$ cat src/rtl/dev_timer_if.sv
// Bus bundle between the CPU memory stage and the dev_timer responder.
// master: CPU side (drives the access); slave: timer side (returns data and irq).
interface dev_timer_if #(
  parameter int unsigned WIDTH = 32
) ();
  logic             en;     // device select, access valid this cycle
  logic             we;     // write strobe, qualified by en
  logic [1:0]       addr;   // word offset: 0=CTRL, 1=PRESET, 2=COUNT, 3=reserved
  logic [WIDTH-1:0] wdata;
  logic [WIDTH-1:0] rdata;  // combinational from addr
  logic             irq;

  modport master (
    output en, we, addr, wdata,
    input  rdata, irq
  );

  modport slave (
    input  en, we, addr, wdata,
    output rdata, irq
  );
endinterface

$ cat src/rtl/dev_timer.sv
// Memory-mapped countdown timer with CTRL/PRESET/COUNT registers and an expiry irq.
// CTRL: [0] EN, [2:1] MODE (01 auto-reload, anything else one-shot), [3] IM (irq mask).
// Optional feature: define TIMER_PRESCALE_EN to step COUNT once every PRESCALE cycles.
module dev_timer #(
  parameter int unsigned WIDTH    = 32,
  parameter int unsigned PRESCALE = 4
) (
  input logic        clk_i,
  input logic        rst_ni,
  dev_timer_if.slave bus_io
);

  typedef enum logic [1:0] {StIdle, StLoad, StCnt, StInt} state_e;

  // A zero prescale would never produce a step.
  if (PRESCALE == 0) begin : g_prescale_chk
    $error("dev_timer: PRESCALE must be >= 1");
  end

  state_e           state_q, state_d;
  logic [3:0]       ctrl_q, ctrl_d;
  logic [WIDTH-1:0] preset_q, preset_d;
  logic [WIDTH-1:0] count_q, count_d;
  logic             wr_ctrl, wr_preset;
  logic             auto_reload;
  logic             step;

  assign wr_ctrl     = bus_io.en & bus_io.we & (bus_io.addr == 2'd0);
  assign wr_preset   = bus_io.en & bus_io.we & (bus_io.addr == 2'd1);
  assign auto_reload = (ctrl_q[2:1] == 2'b01);

`ifdef TIMER_PRESCALE_EN
  localparam int unsigned PsW = (PRESCALE > 1) ? $clog2(PRESCALE) : 1;

  logic [PsW-1:0] presc_q, presc_d;

  assign step = (presc_q == PsW'(PRESCALE - 1));

  // Prescaler runs only while counting; any other state restarts it from 0.
  always_comb begin
    presc_d = '0;
    if (state_q == StCnt && !step) begin
      presc_d = presc_q + PsW'(1);
    end
  end

  // Prescaler register.
  always_ff @(posedge clk_i or negedge rst_ni) begin
    if (!rst_ni) begin
      presc_q <= '0;
    end else begin
      presc_q <= presc_d;
    end
  end
`else
  assign step = 1'b1;
`endif

  // Next-state logic: FSM first, then a CTRL write overrides whatever the FSM chose.
  always_comb begin
    state_d  = state_q;
    ctrl_d   = ctrl_q;
    count_d  = count_q;
    preset_d = preset_q;

    unique case (state_q)
      StIdle: begin
        if (ctrl_q[0]) state_d = StLoad;
      end
      StLoad: begin
        count_d = preset_q;
        state_d = StCnt;
      end
      StCnt: begin
        if (!ctrl_q[0]) begin
          state_d = StIdle;
        end else if (step) begin
          if (count_q != '0) begin
            count_d = count_q - WIDTH'(1);
          end else begin
            state_d = StInt;
            // One-shot disarms itself on expiry.
            if (!auto_reload) ctrl_d[0] = 1'b0;
          end
        end
      end
      StInt: begin
        if (auto_reload) state_d = StLoad;
      end
      default: state_d = StIdle;
    endcase

    if (wr_ctrl) begin
      ctrl_d  = bus_io.wdata[3:0];
      state_d = bus_io.wdata[0] ? StLoad : StIdle;
      count_d = count_q;
    end

    // PRESET never touches COUNT directly; it is picked up at the next LOAD.
    if (wr_preset) preset_d = bus_io.wdata;
  end

  // State and register file.
  always_ff @(posedge clk_i or negedge rst_ni) begin
    if (!rst_ni) begin
      state_q  <= StIdle;
      ctrl_q   <= '0;
      preset_q <= '0;
      count_q  <= '0;
    end else begin
      state_q  <= state_d;
      ctrl_q   <= ctrl_d;
      preset_q <= preset_d;
      count_q  <= count_d;
    end
  end

  // Zero-latency read mux, independent of en.
  always_comb begin
    bus_io.rdata = '0;
    unique case (bus_io.addr)
      2'd0:    bus_io.rdata = {{(WIDTH - 4){1'b0}}, ctrl_q};
      2'd1:    bus_io.rdata = preset_q;
      2'd2:    bus_io.rdata = count_q;
      default: bus_io.rdata = '0;
    endcase
  end

  assign bus_io.irq = (state_q == StInt) & ctrl_q[3];

endmodule

$ cat src/flat_wrapper.sv
// flat-port wrapper written by rule: the top's interface ports become plain ports
module dev_timer_flat 
#(
  parameter int unsigned WIDTH    = 32,
  parameter int unsigned PRESCALE = 4
)
  (clk_i, rst_ni, bus_io_en, bus_io_we, bus_io_addr, bus_io_wdata, bus_io_rdata, bus_io_irq);
  dev_timer_if #(.WIDTH(WIDTH)) bus_io_i ();
  input logic clk_i;
  input logic rst_ni;
  input wire logic [$bits(bus_io_i.en)-1:0] bus_io_en;
  input wire logic [$bits(bus_io_i.we)-1:0] bus_io_we;
  input wire logic [$bits(bus_io_i.addr)-1:0] bus_io_addr;
  input wire logic [$bits(bus_io_i.wdata)-1:0] bus_io_wdata;
  output wire logic [$bits(bus_io_i.rdata)-1:0] bus_io_rdata;
  output wire logic [$bits(bus_io_i.irq)-1:0] bus_io_irq;
  assign bus_io_i.en = bus_io_en;
  assign bus_io_i.we = bus_io_we;
  assign bus_io_i.addr = bus_io_addr;
  assign bus_io_i.wdata = bus_io_wdata;
  assign bus_io_rdata = bus_io_i.rdata;
  assign bus_io_irq = bus_io_i.irq;
  dev_timer #(.WIDTH(WIDTH), .PRESCALE(PRESCALE)) u_core (.clk_i(clk_i), .rst_ni(rst_ni), .bus_io(bus_io_i));
endmodule
$ cat config.mk
export PLATFORM = sky130hd
export DESIGN_NAME = dev_timer_flat
export DESIGN_NICKNAME = d
export VERILOG_FILES = /design/src/rtl/dev_timer_if.sv /design/src/rtl/dev_timer.sv /design/src/flat_wrapper.sv
export SDC_FILE = /design/constraint.sdc
export NUM_CORES = 1
export LEC_CHECK = 0
export ABC_AREA = 1
export CELL_PAD_IN_SITES_DETAIL_PLACEMENT = 1
export CELL_PAD_IN_SITES_GLOBAL_PLACEMENT = 2
export CORE_ASPECT_RATIO = 0.8
export CORE_UTILIZATION = 27
export DETAILED_ROUTE_END_ITERATION = 7
export HOLD_SLACK_MARGIN = 0.15
export PLACE_DENSITY = 0.84
export SLEW_MARGIN = 20
export SYNTH_ARGS = -nofsm -noshare
export SYNTH_HDL_FRONTEND = slang
export SYNTH_SLANG_ARGS = --single-unit
$ cat constraint.sdc
create_clock -name clk_i -period 2 [get_ports clk_i]
set_input_delay 0.5 -clock clk_i [delete_from_list [all_inputs] [get_ports clk_i]]
set_output_delay 0.5 -clock clk_i [all_outputs]
set_load 0.02 [all_outputs]
Word level (Yosys, flattened, before mapping). Cells that the tools add are included.

Bits in latches: 0. Memory bits (writable): 0. Memories kept: 0. Word-level logic and storage cells: 45. Register bits after elaboration: 70. Output and inout port bits: 33. ROM bits: 0. Input port bits: 38.

Shifts and indexed selects: 0. $mul: 0. Bitwise gates (word level): 5. $lt $le $gt $ge: 0. Reduce and logical (&&, ||, !) cells: 7. Muxes and demuxes: 16. Eq/ne operators: 11. Divide/modulo/power cells: 0. $add $sub $neg: 1.

Operators with widths (number): $pmux W32 S3 (1); $mux W32 (2); $pmux W32 S2 (1); $reduce_bool A32 Y1 (1); $sub A32 B1 Y32 const B (1); $mux W2 (5); $pmux W2 S4 (1); $eq A2 B1 Y1 const B (3); $eq A2 B2 Y1 const B (3); $mux W1 (6); $ne A3 B1 Y1 const B (2); $and A1 B1 Y1 (4); $logic_not A2 Y1 (2); $ne A2 B1 Y1 const B (2); $ne A4 B4 Y1 const B (1); $reduce_and A4 Y1 (1); $reduce_bool A2 Y1 (2); $reduce_and A3 Y1 (1); $not A1 Y1 (1).

Longest topological paths before layout.
Depth in word-level cells: 6. Gate-level depth with buffers: 12. Gate-level depth less buffers: 12.

Worst setup path after synthesis. OpenSTA, ideal clock, no wires.

Path type: input to output. Start point: input port bus_io_addr[0]. End point: output port bus_io_rdata[10]. Setup slack: 119 ps. Cell stages on the path: 5. Data arrival time: 1381 ps. Buffers on the path: 1. Path through: inv_1 -> nor2_1 -> inv_1 -> clkbuf_1 -> o22ai_1.

Cells in the longest elaborated chain, start to end: 2. Elaborated cells between the ends (all ways): 4. Classes of those cells: eq/ne: 2; mux: 1; reduce/logical: 1.

Ends and longest elaborated chain: start: declaration (line flat_wrapper.sv:13) `input wire logic [$bits(bus_io_i.addr)-1:0] bus_io_addr;`; $eq A2 B2 Y1, or another cell as far along (line dev_timer.sv:121) `unique case (bus_io.addr)`; $pmux W32 S3 * (line dev_timer.sv:121); end: declaration (line flat_wrapper.sv:15) `output wire logic [$bits(bus_io_i.rdata)-1:0] bus_io_rdata;`.

Mark *: on every way between the ends. The rest lies on a longest branch, timed or not.

Worst setup path after layout.
Start point: input port bus_io_addr[0]. End point: output port bus_io_rdata[13].

Same word-level chain as after synthesis.

==> metrics.yaml <==
global_routing:
  overflow: 0
  track_usage_pct: 19.4
  grt_pass1_vias: 4696
  grt_start_max_net_pins: 71
  grt_pass1_wl_microns: 25400
  antenna_found_initial: 0
timing:
  setup_tns_ns: 0
  rsz0062_at_grt: "yes"
  tightest_slew_ns: 0.417
  slew_violations: 0
  period_minus_slack_ns: 1.95
  fin_skew_ns: 0.00794
  holdWs_ns: 0.182
  slew_headroom_pct: 72.2
  fmax_mhz: 513
  setup_violations: 0
  hold_viol_final: 0
  fin_crit_sh_pct: 97.5
setup_path:
  worstSetupPathType: "in2out"
  critPathRequiredTime_ns: 1.50
  r2r_slack_ns: 0.14
  cp-end-kind: "output pin"
  path_max_fanout: 11
  cp_data_arrival_time_ns: 1.45
  critPathLaunchType: "input port"
clock_tree:
  clk_pin_slew_worst_paths_ns: 0.05
  root_buffer: "clkbuf_16"
  h-tree-depth: 3
  clkSinkCount: 70
  numCtsBuffers: 9
  clk_path_buf_depth: 2
  cts_tree: "built"
  clk_latency_ns: 0.35
detailed_routing:
  wire_per_inst_microns: 16.3
  avgViaCountPerCell: 4.76
  antenna_left: 0
  vias: 4586
  firstDrtPassIters: 4
  drt_first_iter_violations: 188
  drc: 0
  drt_wl_total_microns: 15700
finish:
  drive_above_1_share_pct: 20.1
  final_common_cell: "nand2_1"
  fillers: 2003
  syn_to_final_growth_pct: 32.7
  finalNetCount: 786
  final_util_pct: 37.1
  layout_common_cells: "nand2_1 (224), nor2_1 (70), dfrtp_1 (70)"
  num_antenna_cells: 0
placement:
  io_buffers: 70
  hpwl_microns: 11400
  place.gp.congestion: 0.873
power:
  p_per_area_mw_per_mm2: 1380
  ir_worst_vdd_mv: 0.601
  p_total_uw: 8210
  total_leakage_power_uw: 0.00289
floorplan:
  die-area_sq_mm: 0.0171
  die_h_microns: 117
  rows: 41
  die_x_microns: 146
  start_util_pct: 28.0
  core_sq_mm: 0.0160
  io_pins: 71
yosys:
  yosys_warnings: 0
  ys_ff_latch: 70
  syn_nets: 690
  yosysSeqAreaShare_pct: 39.1
  postSynthAreaPerCell_sq_um: 6.92
  syn_area_sq_mm: 0.00447
  synth_cell_types: 26
  synth_cells: 647
outcome:
  status: "finished, final reports clean"
min_path:
  min-delay-path-class: "in2async"
run:
  drv_cap: 0
area by class of cell:
cell class | instances | area, sq um | area share [%]
clock inverter | 3 | 90.1 | 1.52
inverter | 70 | 265 | 4.47
tap | 215 | 269 | 4.53
multi-input combinational | 484 | 2390 | 40.2
sequential | 70 | 1750 | 29.5
clock buffer | 13 | 260 | 4.38
timing repair buffer | 108 | 912 | 15.4
per-layer routing:
layer / global-route usage (%) / vias up / routed length (microns)
li1: - / 2257 / -
met1: 26.3 / 2243 / 7820
met2: 31.5 / 74 / 7170
met3: 3.68 / 12 / 526
met4: 5.61 / 0 / 174
met5: 0 / - / 0
synth_stat cells:
cell type	instances	area share [%]
nand2_1	225	19
nor2_1	76	6.4
dfrtp_1	70	39
inv_1	68	5.7
o21ai_0	49	5.5
nand3_1	47	5.3
mux2_2	19	4.8
o21ai_2	15	2.9
a21oi_1	13	1.5
clkbuf_1	10	0.84
o22ai_1	10	1.4
buf_1	5	0.42
buf_6	5	1.3
ha_1	5	1.4
nand2_2	5	0.70
nand4_1	5	0.70
buf_2	3	0.34
nor2_2	3	0.42
nor2_4	3	0.75
o221ai_1	3	0.59
inv_2	2	0.17
o21ai_1	2	0.22
a31o_2	1	0.20
nand3_2	1	0.22
o211ai_1	1	0.17
xor2_1	1	0.20
registers in the layout, summed over array words and instances (netlist names):
signal and cells:
u_core.count_q 32, u_core.state_q 2, u_core.ctrl_q 4, u_core.preset_q 32
where the power goes:
part	switching [uW]	internal [uW]	leakage [uW]
registers	493	1900	0.000836
logic	2450	1430	0.00189
clock network	660	1290	0.000170
critical path, cell delays in order:
cell and delay (ns):
buf_2 0.11, inv_2 0.05, nor2_4 0.20, buf_4 0.16, inv_4 0.06, o22ai_1 0.17
buf_4 0.18
cell families (layout without fill, tap and decap cells):
family	count (synthesis)	count (layout)	share of synthesized area (%)
simple gates	365	365	33.3
compound gates	94	94	12.4
buf+inv	93	194	8.72
flops	70	70	39.1
mux	19	19	4.78
fa+ha+maj	5	5	1.40
xor+xnor	1	1	0.196
repair_timing:
item / 4_1_cts / 5_1_grt
resized for setup: 181 / 16
endpoints found under the hold margin: 0 / 0
endpoints found under the setup margin: 62 / 37
pin swaps: 0 / 1
hold buffers: 0 / 0
buffers inserted: 2 / 0
cloned: 1 / 0
worst paths after layout:
kind,startpoint,endpoint,cells after the start
worst min register to register,u_core.preset_q[3],u_core.preset_q[3],2
worst max register to register,u_core.count_q[10],u_core.count_q[15],12
max in group asynchronous,rst_ni,u_core.count_q[22],2
worst max-delay path,bus_io_addr[0],bus_io_rdata[13],7
min in group clk_i,u_core.preset_q[3],u_core.preset_q[3],2
worst min-delay path,rst_ni,u_core.preset_q[20],2
stage by stage:
step	instance area [sq um]	setup WS, ns	instances
6_report	5940	0.0504	963
5_1_grt	5940	-0.0139	963
4_1_cts	5910	0.0139	964
3_5_place_dp	5630	-0.904	945
3_3_place_gp	5630	-0.909	945
2_1_floorplan	4470	0.119	647
Note: power is estimated with default switching activity, not from simulation.
==> patch 1 (config.mk and constraints unchanged) <==
Re-encode `state_e` (4 states) as one-hot, 4 bits wide.
--- a/src/rtl/dev_timer.sv
+++ b/src/rtl/dev_timer.sv
@@ -12,3 +12,3 @@
 
-  typedef enum logic [1:0] {StIdle, StLoad, StCnt, StInt} state_e;
+  typedef enum logic [3:0] {StIdle = 4'b0001, StLoad = 4'b0010, StCnt = 4'b0100, StInt = 4'b1000} state_e;
 
Check against the original RTL: no difference found for any inputs over 4 cycles, from zero or initial values and one cycle with rst_ni low; so few cycles prove little.
==> patch 1 against the original RTL <==
- cell count is 2.1% higher
- clock power is 17% lower
- area after synthesis is 2.4% higher
- worst hold slack better by 0.31 ns
- sequential cell count is 2 higher
- total power is 7.5% lower
- fmax is 0.66% higher
- global-route usage is 1.0 points higher
- design area is 4.2% higher
- routed wire length is 5.8% higher
- setup slack better by 0.013 ns
- critical path type unchanged
- critical endpoint is now bus_io_rdata[16]
==> patch 1: results (changes against the original RTL) <==
[status]
outcome = finished, final reports clean  ; unchanged

[layout]
final_layout_size_suffix_gt1_frac = 0.2123  ; was 0.2005
layout.nets = 797  ; was 786
seq_share = 0.2915  ; was 0.2950
multi_input_area_share = 0.3997  ; was 0.4023
buf_share = 0.1774  ; was 0.1536
inverters = 64  ; was 70
multi_input_cells = 492  ; was 484
reg_top3 = u_core.count_q x32, u_core.preset_q x32  ; was u_core.count_q x32, u_core.preset_q x32, u_core.ctrl_q x4

[synth]
netlist_top_cells_count = 209 x nand2_1, 95 x nor2_1, 71 x dfrtp_1  ; was 225 x nand2_1, 76 x nor2_1, 70 x dfrtp_1
yosysUniqueCellTypes = 35  ; was 26
syn_nets = 691  ; was 690
synthTopCellsByArea = dfrtp_1 39%, nand2_1 17%, nor2_1 7.8%  ; was dfrtp_1 39%, nand2_1 19%, nor2_1 6.4%
ys_seq_area_frac = 0.3936  ; was 0.3915
syn_inst = 652  ; was 647
ys_ff_latch = 72  ; was 70

[worst_setup_path]
endpoint = bus_io_rdata[16]  ; was bus_io_rdata[13]
slowest_delay_ns = 0.18  ; was 0.20 ns
r2r-start = u_core.count_q[1]$_DFFE_PN0P_  ; was u_core.count_q[10]$_DFFE_PN0P_
rr_worst_depth = 11  ; was 12
crit-reg2reg-capture = u_core.count_q[6]$_DFFE_PN0P_  ; was u_core.count_q[15]$_DFFE_PN0P_
r2r_setup_slack_ns = 0.12  ; was 0.14 ns

[power]
p_leak_nw = 2.960  ; was 2.893 nW
p_int_mw = 4.226  ; was 4.616 mW
vdd_drop_max_v = 0.0005674  ; was 0.0006005 V
seq-power_mw = 2.49  ; was 2.39 mW
power_switching_mw = 3.370  ; was 3.598 mW

[timing]
holdWs_ns = 0.4894  ; was 0.1823 ns
tightest_slew_ns = 0.4612  ; was 0.4174 ns

[floorplanning]
dieArea_sq_um = 17490  ; was 17,090 sq um

[detailed_routing]
met3_length_um = 980  ; was 526 um
routedWlPerCell_um = 16.90  ; was 16.30 um
m1WireLength_um = 8016  ; was 7824 um

[grt]
grt_pass1_wl_um = 27320  ; was 25,360 um
track_usage = 0.2037  ; was 0.1936
grt_max_degree = 35  ; was 71
gr-usage-met3 = 0.03629  ; was 0.03682

[worst_hold_path]
worstHoldPathType = register to register  ; was primary input to async pin

[placement]
post-place-ws_ns = -0.9108  ; was -0.9045 ns
place_inst = 958  ; was 945
place_hpwl_um = 12320  ; was 11,410 um

==> patch 1: cells by family (layout without fill, tap and decap cells) <==
group / count (synthesis) / count (layout) / synth area share
xor gates and xnor gates: 2 / 2 / 0.003825
muxes: 18 / 18 / 0.04398
DFF: 72 / 72 / 0.3936
and+or+nand+nor: 383 / 383 / 0.3655
buffers and inverters: 88 / 199 / 0.08194
AOI/OAI and AO/OA: 88 / 88 / 0.1084
adders and majority gates: 1 / 1 / 0.002731
==> patch 1: worst register-to-register path, delay by kind of cell (launching register included) <==
kind | cells | cell delay (ns)
compound gates | 1 | 0.10
fa+ha+maj | 1 | 0.23
buf+inv | 2 | 0.29
flops | 1 | 0.40
simple gates | 7 | 0.78
==> patch 1: timing repair <==
action / CTS / global route
hold buffers: 1 / 0
cloned: 2 / 0
setup buffers: 3 / 3
gates resized for setup: 194 / 12
pin swaps: 0 / 2
setup endpoints to repair: 33 / 42
endpoints found under the hold margin: 22 / 0
==> patch 2 (config.mk and constraints unchanged) <==
Without the edit above. Build with the macro `TIMER_PRESCALE_EN` defined.
--- a/src/rtl/dev_timer.sv
+++ b/src/rtl/dev_timer.sv
@@ -3,2 +3,4 @@
 // Optional feature: define TIMER_PRESCALE_EN to step COUNT once every PRESCALE cycles.
+`define TIMER_PRESCALE_EN
+
 module dev_timer #(
Function: changed (a bounded check fails within 4 cycles, from zero or initial values and one cycle with rst_ni low).
==> patch 2 against the original RTL <==
- core utilization increased by 1.0 points
- fmax down 1.3%
- count of clock-buffer cells in the layout fell by 4
- non-clock buffer count grew 3
- area after synthesis is 1.1% higher
- routed wire length is 4.6% higher
- total power rose by 1.2%
- critical path depth stayed put
- via count grew 3.9%
- setup slack got worse by 0.026 ns
- design area is 3.0% higher
- sequential cell count is 2 higher
==> patch 2: results (changes against the original RTL) <==
[status]
outcome = finished, final reports clean  ; unchanged

[placement]
place_hpwl_um = 12160  ; was 11,410 um
place_area_sq_um = 5713  ; was 5632 sq um
gp_congestion = 0.8718  ; was 0.8731

[timing]
tightest_slew_ns = 0.5453  ; was 0.4174 ns
skew_ns = 0.008747  ; was 0.007944 ns

[synth]
yosysUniqueCellTypes = 31  ; was 26
ys_warn_count = 0  ; unchanged
ys_seq_area_frac = 0.3983  ; was 0.3915
syn_nets = 700  ; was 690
synthTopCellsByArea = dfrtp_1 40%, nand2_1 19%, nor2_1 6.5%  ; was dfrtp_1 39%, nand2_1 19%, nor2_1 6.4%
netlist_top_cells_count = 225 x nand2_1, 78 x nor2_1, 72 x dfrtp_1, 72 x inv_1, 48 x o21ai_0  ; was 225 x nand2_1, 76 x nor2_1, 70 x dfrtp_1

[layout]
layout.nets = 800  ; was 786
final_layout_size_suffix_gt1_frac = 0.1908  ; was 0.2005
antenna_cells = 0  ; unchanged
nFillCells = 2000  ; was 2,003

[worst_hold_path]
worstHoldPathType = register to register  ; was primary input to async pin

[detailed_routing]
wirelength_um = 16420  ; was 15,690 um
detail_route.iter0.violations = 256  ; was 188
via_count = 4763  ; was 4,586

[worst_setup_path]
critPathMaxFanout = 9  ; was 11
cp_slowest_cell = buf_4  ; was nor2_4
worstPathArrival_ns = 1.48  ; was 1.45 ns
slowest_delay_ns = 0.19

[power]
p_leak_nw = 3.010  ; was 2.893 nW
vdd_drop_max_v = 0.0005797  ; was 0.0006005 V

[clock_tree]
numCtsBuffers = 9  ; unchanged

[grt]
grt_max_degree = 42  ; was 71
antenna_found_initial = 0  ; unchanged
track_usage = 0.1991  ; was 0.1936
grt_pass1_wl_um = 26850  ; was 25,360 um
grt_pass1_vias = 5020  ; was 4,696

-- patch 2: report_power, final --
part	switching, mW	internal [mW]	total [mW]
combinational	2.53	1.42	3.95
clock	0.672	1.21	1.88
sequential	0.528	1.96	2.49
-- patch 2: layout make-up --
| type | instances | share of cell area |
|---|---|---|
| Inverter | 72 | 0.04479 |
| Multi-Input combinational cell | 490 | 0.3987 |
| Timing Repair Buffer | 111 | 0.1634 |
| Tap cell | 215 | 0.04398 |
| Clock inverter | 6 | 0.01779 |
| Sequential cell | 72 | 0.2945 |
| Clock buffer | 9 | 0.03682 |
-- patch 2: final timing paths --
check / startpoint / end / slack, ns / depth (start not counted)
worst min-delay path: u_core.presc_q[0]$_DFF_PN0_ / u_core.presc_q[0]$_DFF_PN0_ / 0.44 / 1
max in group asynchronous: rst_ni / u_core.preset_q[15]$_DFFE_PN0P_ / 0.71 / 3
worst min register to register: u_core.presc_q[0]$_DFF_PN0_ / u_core.presc_q[0]$_DFF_PN0_ / 0.44 / 1
min in group asynchronous: rst_ni / u_core.preset_q[5]$_DFFE_PN0P_ / 0.68 / 2
worst max register to register: u_core.count_q[0]$_DFFE_PN0P_ / u_core.count_q[8]$_DFFE_PN0P_ / 0.11 / 10
worst max-delay path: bus_io_addr[1] / bus_io_rdata[22] / 0.02 / 7
-- patch 2: per-stage QoR --
stage	utilization	total power, mW	std cells	setup WS, ns
after floorplan	-	4.855	656	0.1666
after global placement	0.3558	6.139	954	-0.8795
after detailed placement	0.3558	6.306	954	-0.9620
after CTS	0.3775	8.226	973	0.02943
after global routing	0.3810	8.979	975	-0.01461
final	0.3810	8.314	975	0.02449
-- patch 2: cells by family (layout without fill, tap and decap cells) --
family          count (synthesis)  after routing  share of synthesized area
simple gates                  368            370                     0.3325
buf+inv                        96            198                    0.08907
compound gates                 93             93                     0.1129
flops                          72             72                     0.3983
mux                            18             18                    0.04481
fa+ha+maj                       6              6                    0.01660
xor+xnor                        3              3                   0.005810
-- patch 2: worst register-to-register path: cells and delay by family, from the launching register on --
family,cells,cell delay [ns]
AOI/OAI and AO/OA,2,0.19
buffers and inverters,2,0.29
and+or+nand+nor,5,0.70
adders and majority gates,1,0.21
DFF,1,0.39
-- patch 2: timing repair --
| action | 4_1_cts | 5_1_grt |
|---|---|---|
| endpoints found under the hold margin | 1 | 0 |
| pin swaps | 2 | 3 |
| hold buffers | 1 | 0 |
| cloned | 1 | 2 |
| endpoints found under the setup margin | 33 | 40 |
| gates resized for setup | 194 | 19 |
| buffers inserted | 2 | 0 |
-- patch 2: per-layer routing --
layer / up-vias / part of all wire / GRT usage
li1: 2295 / - / -
met4: 0 / 0.0099 / 0.05143
met5: - / 0 / 0
met3: 11 / 0.042 / 0.03643
met1: 2350 / 0.51 / 0.2870
met2: 107 / 0.44 / 0.3033
